===== src/rtl/raisin64_regs.sv =====
// Shared register-file constants for the raisin64 core: widths, the hardwired
// zero register, and writeback requester indices.
package raisin64_regs;

    localparam int RF_RW   = 6;
    localparam int RF_DW   = 64;
    localparam int RF_NREQ = 3;

    localparam logic [RF_RW-1:0] REG_ZERO = '0;

    typedef enum logic [1:0] {
        WB_ALU = 2'd0,
        WB_MEM = 2'd1,
        WB_DIV = 2'd2
    } wb_unit_e;

endpackage


===== src/rtl/regfile_wb_ctrl_if.sv =====
// Writeback request bus from the execute units plus the regfile write port.
// master = units/regfile side, slave = the writeback controller.
interface regfile_wb_ctrl_if
    import raisin64_regs::*;
#(
    parameter int NREQ = RF_NREQ,
    parameter int DW   = RF_DW,
    parameter int RW   = RF_RW
) ();

    logic [NREQ-1:0]    req_valid;
    logic [NREQ*RW-1:0] req_rn;
    logic [NREQ*DW-1:0] req_data;
    logic [NREQ-1:0]    req_ready;
    logic               w_en;
    logic [RW-1:0]      w_rn;
    logic [DW-1:0]      w_data;

    modport master (
        output req_valid, req_rn, req_data,
        input  req_ready, w_en, w_rn, w_data
    );

    modport slave (
        input  req_valid, req_rn, req_data,
        output req_ready, w_en, w_rn, w_data
    );

endinterface


===== src/rtl/rr_arbiter.sv =====
// Combinational round-robin arbiter: first requester at or after ptr (wrapping)
// wins. Outputs a one-hot grant and its encoded index.
module rr_arbiter #(
    parameter int N  = 3,
    parameter int IW = $clog2(N)
) (
    input  logic [N-1:0]  req,
    input  logic [IW-1:0] ptr,
    output logic [N-1:0]  gnt,
    output logic [IW-1:0] idx
);

    int   cand;
    logic found;

    always_comb begin
        gnt   = '0;
        idx   = '0;
        cand  = 0;
        found = 1'b0;
        for (int k = 0; k < N; k++) begin
            cand = (int'(ptr) + k) % N;
            if (!found && req[cand]) begin
                found     = 1'b1;
                gnt[cand] = 1'b1;
                idx       = IW'(cand);
            end
        end
    end

endmodule


===== src/rtl/regfile_wb_ctrl.sv =====
// Regfile write-port owner: round-robin writeback arbitration, registered
// write port, and a per-register pending-write scoreboard for hazard queries.
module regfile_wb_ctrl
    import raisin64_regs::*;
#(
    parameter int NREQ = RF_NREQ,
    parameter int DW   = RF_DW,
    parameter int RW   = RF_RW
) (
    input  logic                clk,
    input  logic                rst_n,
    regfile_wb_ctrl_if.slave    wb,
    input  logic                issue_en,
    input  logic [RW-1:0]       issue_rn,
    input  logic [RW-1:0]       q1_rn,
    input  logic [RW-1:0]       q2_rn,
    output logic                q1_busy,
    output logic                q2_busy,
    output logic                issue_busy,
    output logic                waw_err
);

    localparam int IW   = $clog2(NREQ);
    localparam int NREG = 1 << RW;

    logic [IW-1:0]   ptr_reg, ptr_next, gnt_idx;
    logic [NREQ-1:0] gnt;
    logic            gnt_any;
    logic [RW-1:0]   gnt_rn;
    logic [DW-1:0]   gnt_data;

    logic [NREG-1:0] pending_reg, pending_next;
    logic            waw_err_reg;
    logic            issue_nz, issue_waw;

    logic            w_en_reg;
    logic [RW-1:0]   w_rn_reg;
    logic [DW-1:0]   w_data_reg;

    rr_arbiter #(.N(NREQ), .IW(IW)) u_arb (
        .req (wb.req_valid),
        .ptr (ptr_reg),
        .gnt (gnt),
        .idx (gnt_idx)
    );

    assign wb.req_ready = gnt;
    assign gnt_any      = |gnt;
    assign gnt_rn       = wb.req_rn[gnt_idx*RW +: RW];
    assign gnt_data     = wb.req_data[gnt_idx*DW +: DW];
    assign ptr_next     = (gnt_idx == IW'(NREQ-1)) ? '0 : gnt_idx + 1'b1;

    assign issue_nz  = (issue_rn != RW'(REG_ZERO));
    assign issue_waw = issue_en && issue_nz && pending_reg[issue_rn];

    // Clear on grant first so a same-edge issue of that register re-arms it.
    always_comb begin
        pending_next = pending_reg;
        if (gnt_any)
            pending_next[gnt_rn] = 1'b0;
        if (issue_en && issue_nz && !pending_reg[issue_rn])
            pending_next[issue_rn] = 1'b1;
        pending_next[0] = 1'b0;
    end

    always_ff @(posedge clk or negedge rst_n) begin
        if (!rst_n) begin
            ptr_reg     <= '0;
            pending_reg <= '0;
            waw_err_reg <= 1'b0;
            w_en_reg    <= 1'b0;
            w_rn_reg    <= '0;
            w_data_reg  <= '0;
        end else begin
            pending_reg <= pending_next;
            waw_err_reg <= waw_err_reg | issue_waw;
            w_en_reg    <= gnt_any && (gnt_rn != RW'(REG_ZERO));
            if (gnt_any) begin
                ptr_reg    <= ptr_next;
                w_rn_reg   <= gnt_rn;
                w_data_reg <= gnt_data;
            end
        end
    end

    assign wb.w_en   = w_en_reg;
    assign wb.w_rn   = w_rn_reg;
    assign wb.w_data = w_data_reg;

    assign q1_busy    = pending_reg[q1_rn];
    assign q2_busy    = pending_reg[q2_rn];
    assign issue_busy = pending_reg[issue_rn];
    assign waw_err    = waw_err_reg;

endmodule


===== src/flat_wrapper.sv =====
// flat-port wrapper written by rule: the top's interface ports become plain ports
module regfile_wb_ctrl_flat import raisin64_regs::*;
#(
    parameter int NREQ = RF_NREQ,
    parameter int DW   = RF_DW,
    parameter int RW   = RF_RW
)
  (clk, rst_n, issue_en, issue_rn, q1_rn, q2_rn, q1_busy, q2_busy, issue_busy, waw_err, wb_req_valid, wb_req_rn, wb_req_data, wb_req_ready, wb_w_en, wb_w_rn, wb_w_data);
  regfile_wb_ctrl_if #(.NREQ(NREQ), .DW(DW), .RW(RW)) wb_i ();
  input  logic clk;
  input  logic rst_n;
  input  logic issue_en;
  input  logic [RW-1:0] issue_rn;
  input  logic [RW-1:0] q1_rn;
  input  logic [RW-1:0] q2_rn;
  output logic q1_busy;
  output logic q2_busy;
  output logic issue_busy;
  output logic waw_err;
  input wire logic [$bits(wb_i.req_valid)-1:0] wb_req_valid;
  input wire logic [$bits(wb_i.req_rn)-1:0] wb_req_rn;
  input wire logic [$bits(wb_i.req_data)-1:0] wb_req_data;
  output wire logic [$bits(wb_i.req_ready)-1:0] wb_req_ready;
  output wire logic [$bits(wb_i.w_en)-1:0] wb_w_en;
  output wire logic [$bits(wb_i.w_rn)-1:0] wb_w_rn;
  output wire logic [$bits(wb_i.w_data)-1:0] wb_w_data;
  assign wb_i.req_valid = wb_req_valid;
  assign wb_i.req_rn = wb_req_rn;
  assign wb_i.req_data = wb_req_data;
  assign wb_req_ready = wb_i.req_ready;
  assign wb_w_en = wb_i.w_en;
  assign wb_w_rn = wb_i.w_rn;
  assign wb_w_data = wb_i.w_data;
  regfile_wb_ctrl #(.NREQ(NREQ), .DW(DW), .RW(RW)) u_core (.clk(clk), .rst_n(rst_n), .wb(wb_i), .issue_en(issue_en), .issue_rn(issue_rn), .q1_rn(q1_rn), .q2_rn(q2_rn), .q1_busy(q1_busy), .q2_busy(q2_busy), .issue_busy(issue_busy), .waw_err(waw_err));
endmodule

===== config.mk =====
export PLATFORM = sky130hd
export DESIGN_NAME = regfile_wb_ctrl_flat
export DESIGN_NICKNAME = d
export VERILOG_FILES = /design/src/rtl/raisin64_regs.sv /design/src/rtl/regfile_wb_ctrl_if.sv /design/src/rtl/rr_arbiter.sv /design/src/rtl/regfile_wb_ctrl.sv /design/src/flat_wrapper.sv
export SDC_FILE = /design/constraint.sdc
export NUM_CORES = 1
export LEC_CHECK = 0
export CAP_MARGIN = 20
export CORE_MARGIN = 2
export CORE_UTILIZATION = 42
export DETAILED_ROUTE_END_ITERATION = 10
export PLACE_DENSITY_LB_ADDON = 0.25
export SLEW_MARGIN = 20
export SYNTH_ARGS = -nofsm -noshare
export SYNTH_HDL_FRONTEND = slang
export SYNTH_SLANG_ARGS = --single-unit

===== constraint.sdc =====
create_clock -name clk -period 3.07 [get_ports clk]
set_clock_uncertainty 0.05 [all_clocks]
set_input_delay 0.4605 -clock clk [delete_from_list [all_inputs] [get_ports clk]]
set_output_delay 0.4605 -clock clk [all_outputs]
set_load 0.02 [all_outputs]

## Yosys cells after proc, flatten, opt, wreduce, memory -nomap -nowiden

Cells that the tools add are included.

- Flip-flop bits (word level): 137
- Input bits: 234
- Output and inout port bits: 78
- Logic and storage cells: 87

- Add/subtract/negate cells: 3
- Multiply operators: 1
- Div/mod/pow operators: 3
- $lt $le $gt $ge: 12
- Equal/unequal tests: 1
- Shifts and indexed selects: 2
- Multiplexer cells: 36
- Bitwise logic cells: 6
- Reduce and logical (&&, ||, !) cells: 17

Operator list:

| kind | count |
|---|---|
| indexed part select 192 x 9 -> 64 bit | 1 |
| 2-to-1 mux 64 bit | 2 |
| >= comparator 32 x 1 -> 1 bit, second input constant | 3 |
| < comparator 32 x 4 -> 1 bit, second input constant | 3 |
| AND 64 bit | 1 |
| remainder unit 32 x 3 -> 32 bit, second input constant | 2 |
| inverter 64 bit | 1 |
| bitwise OR 64 bit | 1 |
| remainder unit 3 x 3 -> 32 bit, second input constant | 1 |
| < comparator 6 x 7 -> 1 bit, second input constant | 4 |
| binary-select mux 1 bit (select 6 bit) | 3 |
| indexed part select 18 x 6 -> 6 bit | 1 |
| 2-to-1 mux 1 bit | 16 |
| demux 1 bit (select 6 bit) | 2 |
| >= comparator 6 x 1 -> 1 bit, second input constant | 2 |
| nonzero test 6 bit | 2 |
| logical AND 1 bit | 11 |
| 2-to-1 mux 3 bit | 3 |
| 2-to-1 mux 2 bit | 4 |
| binary-select mux 1 bit (select 2 bit) | 3 |
| demux 1 bit (select 2 bit) | 3 |
| bitwise OR 3 bit | 2 |
| multiplier 2 x 2 -> 4 bit, second input constant | 1 |
| adder 2 x 1 -> 3 bit, second input constant | 1 |
| other kinds (6) | 8 |

## Longest topological paths before layout

- Depth in word-level cells: 22
- Mapped depth: 13
- Depth with buffers taken out: 9

## By module

Synthesis repeated with hierarchy kept, for this count alone.

- Cell total of the unflattened synthesis: 906
- Area total of the unflattened synthesis: 8562.0 um2

By module, submodules not included:

| module | instances | cells each | area each (um2) | sequential area each (um2) |
|---|---|---|---|---|
| regfile_wb_ctrl | 1 | 854 | 8229.1 | 3428.3 |
| rr_arbiter | 1 | 52 | 332.8 | 0.0 |

## Least setup slack after synthesis

Ideal clock, no wire load.

- Path type: input-to-output
- Start point: input port q1_rn[0]
- End point: output port q1_busy
- Arrival: 2.925 ns
- Data required time: 2.559 ns
- Slack: -0.365 ns
- Stages: 5
- Path buffers: 2
- Path through: clkbuf_1 -> buf_1 -> mux4_2 -> mux4_2 -> mux4_2

- Cells in the longest elaborated chain, start to end: 2

RTL lines:

| item | line | text |
|---|---|---|
| start, declared | flat_wrapper.sv:14 | `input logic [RW-1:0] q1_rn;` |
| binary-select mux 1 bit (select 6 bit) | regfile_wb_ctrl.sv:90 | `assign q1_busy = pending_reg[q1_rn];` |
| 2-to-1 mux 1 bit (not written as such) | regfile_wb_ctrl.sv:90 |  |
| end, declared | flat_wrapper.sv:16 | `output logic q1_busy;` |

No other way between the ends. The select of a mux whose other input is x is not followed.

## Worst setup path after layout

- Start point: register u_core.ptr_reg[0]
- End point: register u_core.pending_reg[60]

- Cells in the longest elaborated chain, start to end: 22
- Elaborated cells on any way between the ends: 56
- Those cells by class: add/sub: 2; mul: 1; div: 3; order compare: 8; shift: 1; mux: 27; bitwise: 5; reduce/logical: 9

RTL lines:

| item | line | text |
|---|---|---|
| start, declared | regfile_wb_ctrl.sv:26 | `logic [IW-1:0] ptr_reg, ptr_next, gnt_idx;` |
| start signal, assigned | regfile_wb_ctrl.sv:79 | `ptr_reg <= ptr_next;` |
| parallel branches: the longest is 19 deep, another holds remainder unit 32 x 3 -> 32 bit | n/a |  |
| 2-to-1 mux 64 bit (*) | regfile_wb_ctrl.sv:59 | `if (gnt_any)` |
| bitwise OR 64 bit (no line) | n/a |  |
| 2-to-1 mux 64 bit (*) | regfile_wb_ctrl.sv:61 | `if (issue_en && issue_nz && !pending_reg[issue_rn])` |
| via u_core.pending_next[60] | regfile_wb_ctrl.sv:32 | `logic [NREG-1:0] pending_reg, pending_next;` |
| end signal, assigned | regfile_wb_ctrl.sv:75 | `pending_reg <= pending_next;` |
| end, declared | regfile_wb_ctrl.sv:32 |  |

Mark *: on every way through the listed nets, which the timed path passes. The select of a mux whose other input is x is not followed.
A chain may end at the register's enable or synchronous reset.

==> impl_metrics.yaml <==
final_layout:
  synthToLayoutAreaGrowth_pct: 73.7
  final_layout_size_suffix_gt1_frac: 0.313
  layout_common_cells: "298 x sky130_fd_sc_hd__clkdlybuf4s50_1, 131 x sky130_fd_sc_hd__dfrtp_1, 120 x sky130_fd_sc_hd__buf_4"
  num-fill-cells: 1505
  largest_register_ffs: 64
  mostFrequentLayoutCell: "sky130_fd_sc_hd__clkdlybuf4s50_1"
  nets: 1625
detailed_routing:
  detail_route.iter0.violations: 1124
  drt-total-wl_microns: 42500
  drc_errors: 0
  num_vias: 10569
  drt_pass1_iterations: 7
  viasPerCell: 6.28
  count_of_nets_left_with_antenna_violations_after_detail_routing: 0
  routedWlPerCell_microns: 25.3
critical_path:
  critical_path.slowest_cell: "sky130_fd_sc_hd__dfrtp_1"
  crit_path_max_incr_delay_ns: 0.38
  worstPathMaxFanout: 17
  ff_to_ff_end: "u_core.pending_reg[60]"
  kind_of_end_point_of_the_critical_path: "flip-flop"
  worst_ep_required_time_ns: 3.32
  flop2flop_setup_slack_ns: -0.29
  worstSetupStartpointType: "flip-flop"
  worstSetupEndpoint: "u_core.pending_reg[60]"
  critical_path.startpoint: "u_core.ptr_reg[0]"
  critical_path.cell_chain: "buf_6 > buf_6 > ha_4 > and3b_2 > a311oi_4 > a31oi_4 > buf_4 > buf_6 > mux2_4 > buf_4 > mux2i_4 > buf_12 > buf_4 > nor4_4 > o22ai_1"
  timing.reg2reg.worst_path_depth: 15
  criticalPathCategory: "reg2reg"
  cp.arrival_ns: 3.61
  r2r-start: "u_core.ptr_reg[0]"
floorplan:
  core_region_area_sq_um: 21800
  die_width_microns: 153
  die-height_microns: 153
  num_rows: 54
  start_util: 0.428
  die_area_sq_um: 23400
  top_level_ports: 312
sta:
  worst_slew_pin_slew_ns: 0.575
  timing.fmax_ghz: 0.298
  rsz0062_at_grt: "true"
  slew_viol_final: 0
  finalSetupViolations: 126
  hold_violations_final: 0
  timing.max_slew.rel_slack: 0.607
  timing.final.crit_share: 1.09
  post_layout_min_period_ns: 3.36
  final.setup.worst_slack_ns: -0.291
global_routing:
  grt.met1_usage: 0.395
  globalRouteTotalUtil: 0.313
  grt_start_max_net_pins: 59
  global_route.overflow_total: 0
  grtUsageMet3: 0.0757
  grt_most_used_layer: "met2"
  antenna_found_initial: 2
  vias_in_the_first_global_route: 9905
  wire_length_of_the_first_global_routing_pass_microns: 57000
  grt.met2_usage: 0.523
power_and_ir_drop:
  cellLeakagePower_uw: 0.00657
  cellPowerDensity_nw_per_um2: 1360
  power.ir.vdd_worst_mv: 0.672
  p_total_uw: 21900
min_path:
  hold-path-cell-count: 2
  min-delay-path-class: "reg2reg"
yosys:
  synth-edff-count: 0
  netlist-cell-type-count: 71
  post_synth.cell_area_avg_sq_um: 9.81
  synthesis.area_sq_um: 9300
  sequential_cell_area_fraction_in_the_yosys_report: 0.369
  postSynthCellCount: 948
  async_flop_share: 1.00
  yosys_warn_count: 0
  dominantRegCellSynth: "sky130_fd_sc_hd__dfrtp_1"
  synth_register_bits: 137
  postSynthNetCount: 1186
placed_design:
  place_hpwl_microns: 26900
  finalWeightedCongestion: 1.04
  port_buffers: 311
  worst_slack_at_placement_ns: -0.654
run_status:
  outcome: "finished, violations left"
  violations: "setup timing"
clocking:
  root_buffer: "sky130_fd_sc_hd__clkbuf_16"
  cts_tree: "done"
  numCtsBuffers: 17
  clk_pin_slew_ns: 0.07
  cts_max_path_buffers: 2
  worstSkewPairLatency_ns: 0.43
  h-tree-depth: 4
  cts_sinks: 137
run:
  max_cap_viol_count: 0
## layout make-up
cell class                 count  area, sq um  share of cell area
timing repair buffer         499         5270               0.326
inverter                       5         18.8             0.00116
antenna                        2         5.00            0.000310
clock inverter                14          243              0.0150
clock buffer                  18          429              0.0266
sequential                   137         3440               0.213
tap                          280          350              0.0217
multi-input combinational    727         6400               0.396
## critical path: cells and delay by family (launching register included)
family	cells	cell delay [ns]
buffers and inverters	7	0.99
AOI/OAI and AO/OA	3	0.86
muxes	2	0.53
DFF	1	0.38
and+or+nand+nor	2	0.28
adders and majority gates	1	0.14
## power by group
part           switching (uW)  total [uW]  internal [uW]
Clock                     876        2410           1530
Combinational            8220       15800           7580
Sequential               1000        3720           2720
## metrics by stage
step / utilization / std cells / hold slack, ns / cell area, sq um / TNS (ns)
after CTS: 0.675 / 1634 / 0.432 / 14700 / -0.296
after global routing: 0.743 / 1682 / 0.449 / 16200 / -22.11
after floorplan: - / 948 / 0.115 / 9310 / 0
final: 0.743 / 1682 / 0.426 / 16200 / -15.66
after detailed placement: 0.622 / 1583 / 0.394 / 13500 / -16.49
after global placement: 0.622 / 1583 / 0.386 / 13500 / -13.31
## cell families (layout without fill, tap and decap cells)
family                     count (synthesis)  count (layout)  synth area share
buffers and inverters                     88             536            0.0443
AOI/OAI and AO/OA                        290             293             0.209
DFF                                      137             137             0.369
adders and majority gates                  4               4           0.00538
other                                      0               2                 0
muxes                                    157             158             0.233
and+or+nand+nor                          272             272             0.139
## repair_timing
item                                    in CTS  in global routing
gates resized for setup                     86                228
hold endpoints to repair                    48                  0
pin swaps                                   25                 55
endpoints found under the setup margin      62                131
hold buffers                                 1                  0
gates cloned                                 7                 23
setup buffers                               11                 28
## cell usage after synthesis, types with 5 or more instances
master	n	area, sq um
sky130_fd_sc_hd__a32o_1	16	160
sky130_fd_sc_hd__a21oi_1	72	360
sky130_fd_sc_hd__o31ai_1	20	150
sky130_fd_sc_hd__mux4_2	44	991
sky130_fd_sc_hd__dfrtp_1	137	3430
sky130_fd_sc_hd__nand2_1	91	342
sky130_fd_sc_hd__nor2b_1	13	81.3
sky130_fd_sc_hd__nor2_1	85	319
sky130_fd_sc_hd__inv_1	5	18.8
sky130_fd_sc_hd__nand4_1	34	213
sky130_fd_sc_hd__o22ai_1	5	31.3
sky130_fd_sc_hd__nand2b_1	15	93.8
sky130_fd_sc_hd__buf_6	5	56.3
sky130_fd_sc_hd__o21ai_0	83	415
sky130_fd_sc_hd__a221oi_1	6	52.6
sky130_fd_sc_hd__mux2_2	18	203
sky130_fd_sc_hd__o2bb2ai_1	16	140
sky130_fd_sc_hd__buf_1	13	48.8
sky130_fd_sc_hd__o41ai_1	30	263
sky130_fd_sc_hd__clkbuf_1	34	128
sky130_fd_sc_hd__a211oi_1	6	45.0
sky130_fd_sc_hd__buf_2	29	145
sky130_fd_sc_hd__mux2i_1	90	901
## how the worst min path moves through the flow
stage,startpoint,end,slack [ns]
2_1_floorplan,rst_n,u_core.pending_reg[10],0.11
3_3_place_gp,rst_n,u_core.wb.w_data[12],0.39
3_5_place_dp,rst_n,u_core.wb.w_data[12],0.39
4_1_cts,u_core.wb.w_data[9],u_core.wb.w_data[9],0.43
5_1_grt,u_core.wb.w_data[0],u_core.wb.w_data[0],0.45
6_report,u_core.wb.w_data[55],u_core.wb.w_data[55],0.43
## layer usage
metal	vias to the layer above	routed length, microns
met5	-	0
met4	0	2160
met3	196	4330
met2	797	20400
met1	5041	15600
li1	4535	-
Note: power is estimated with default switching activity, not from simulation.
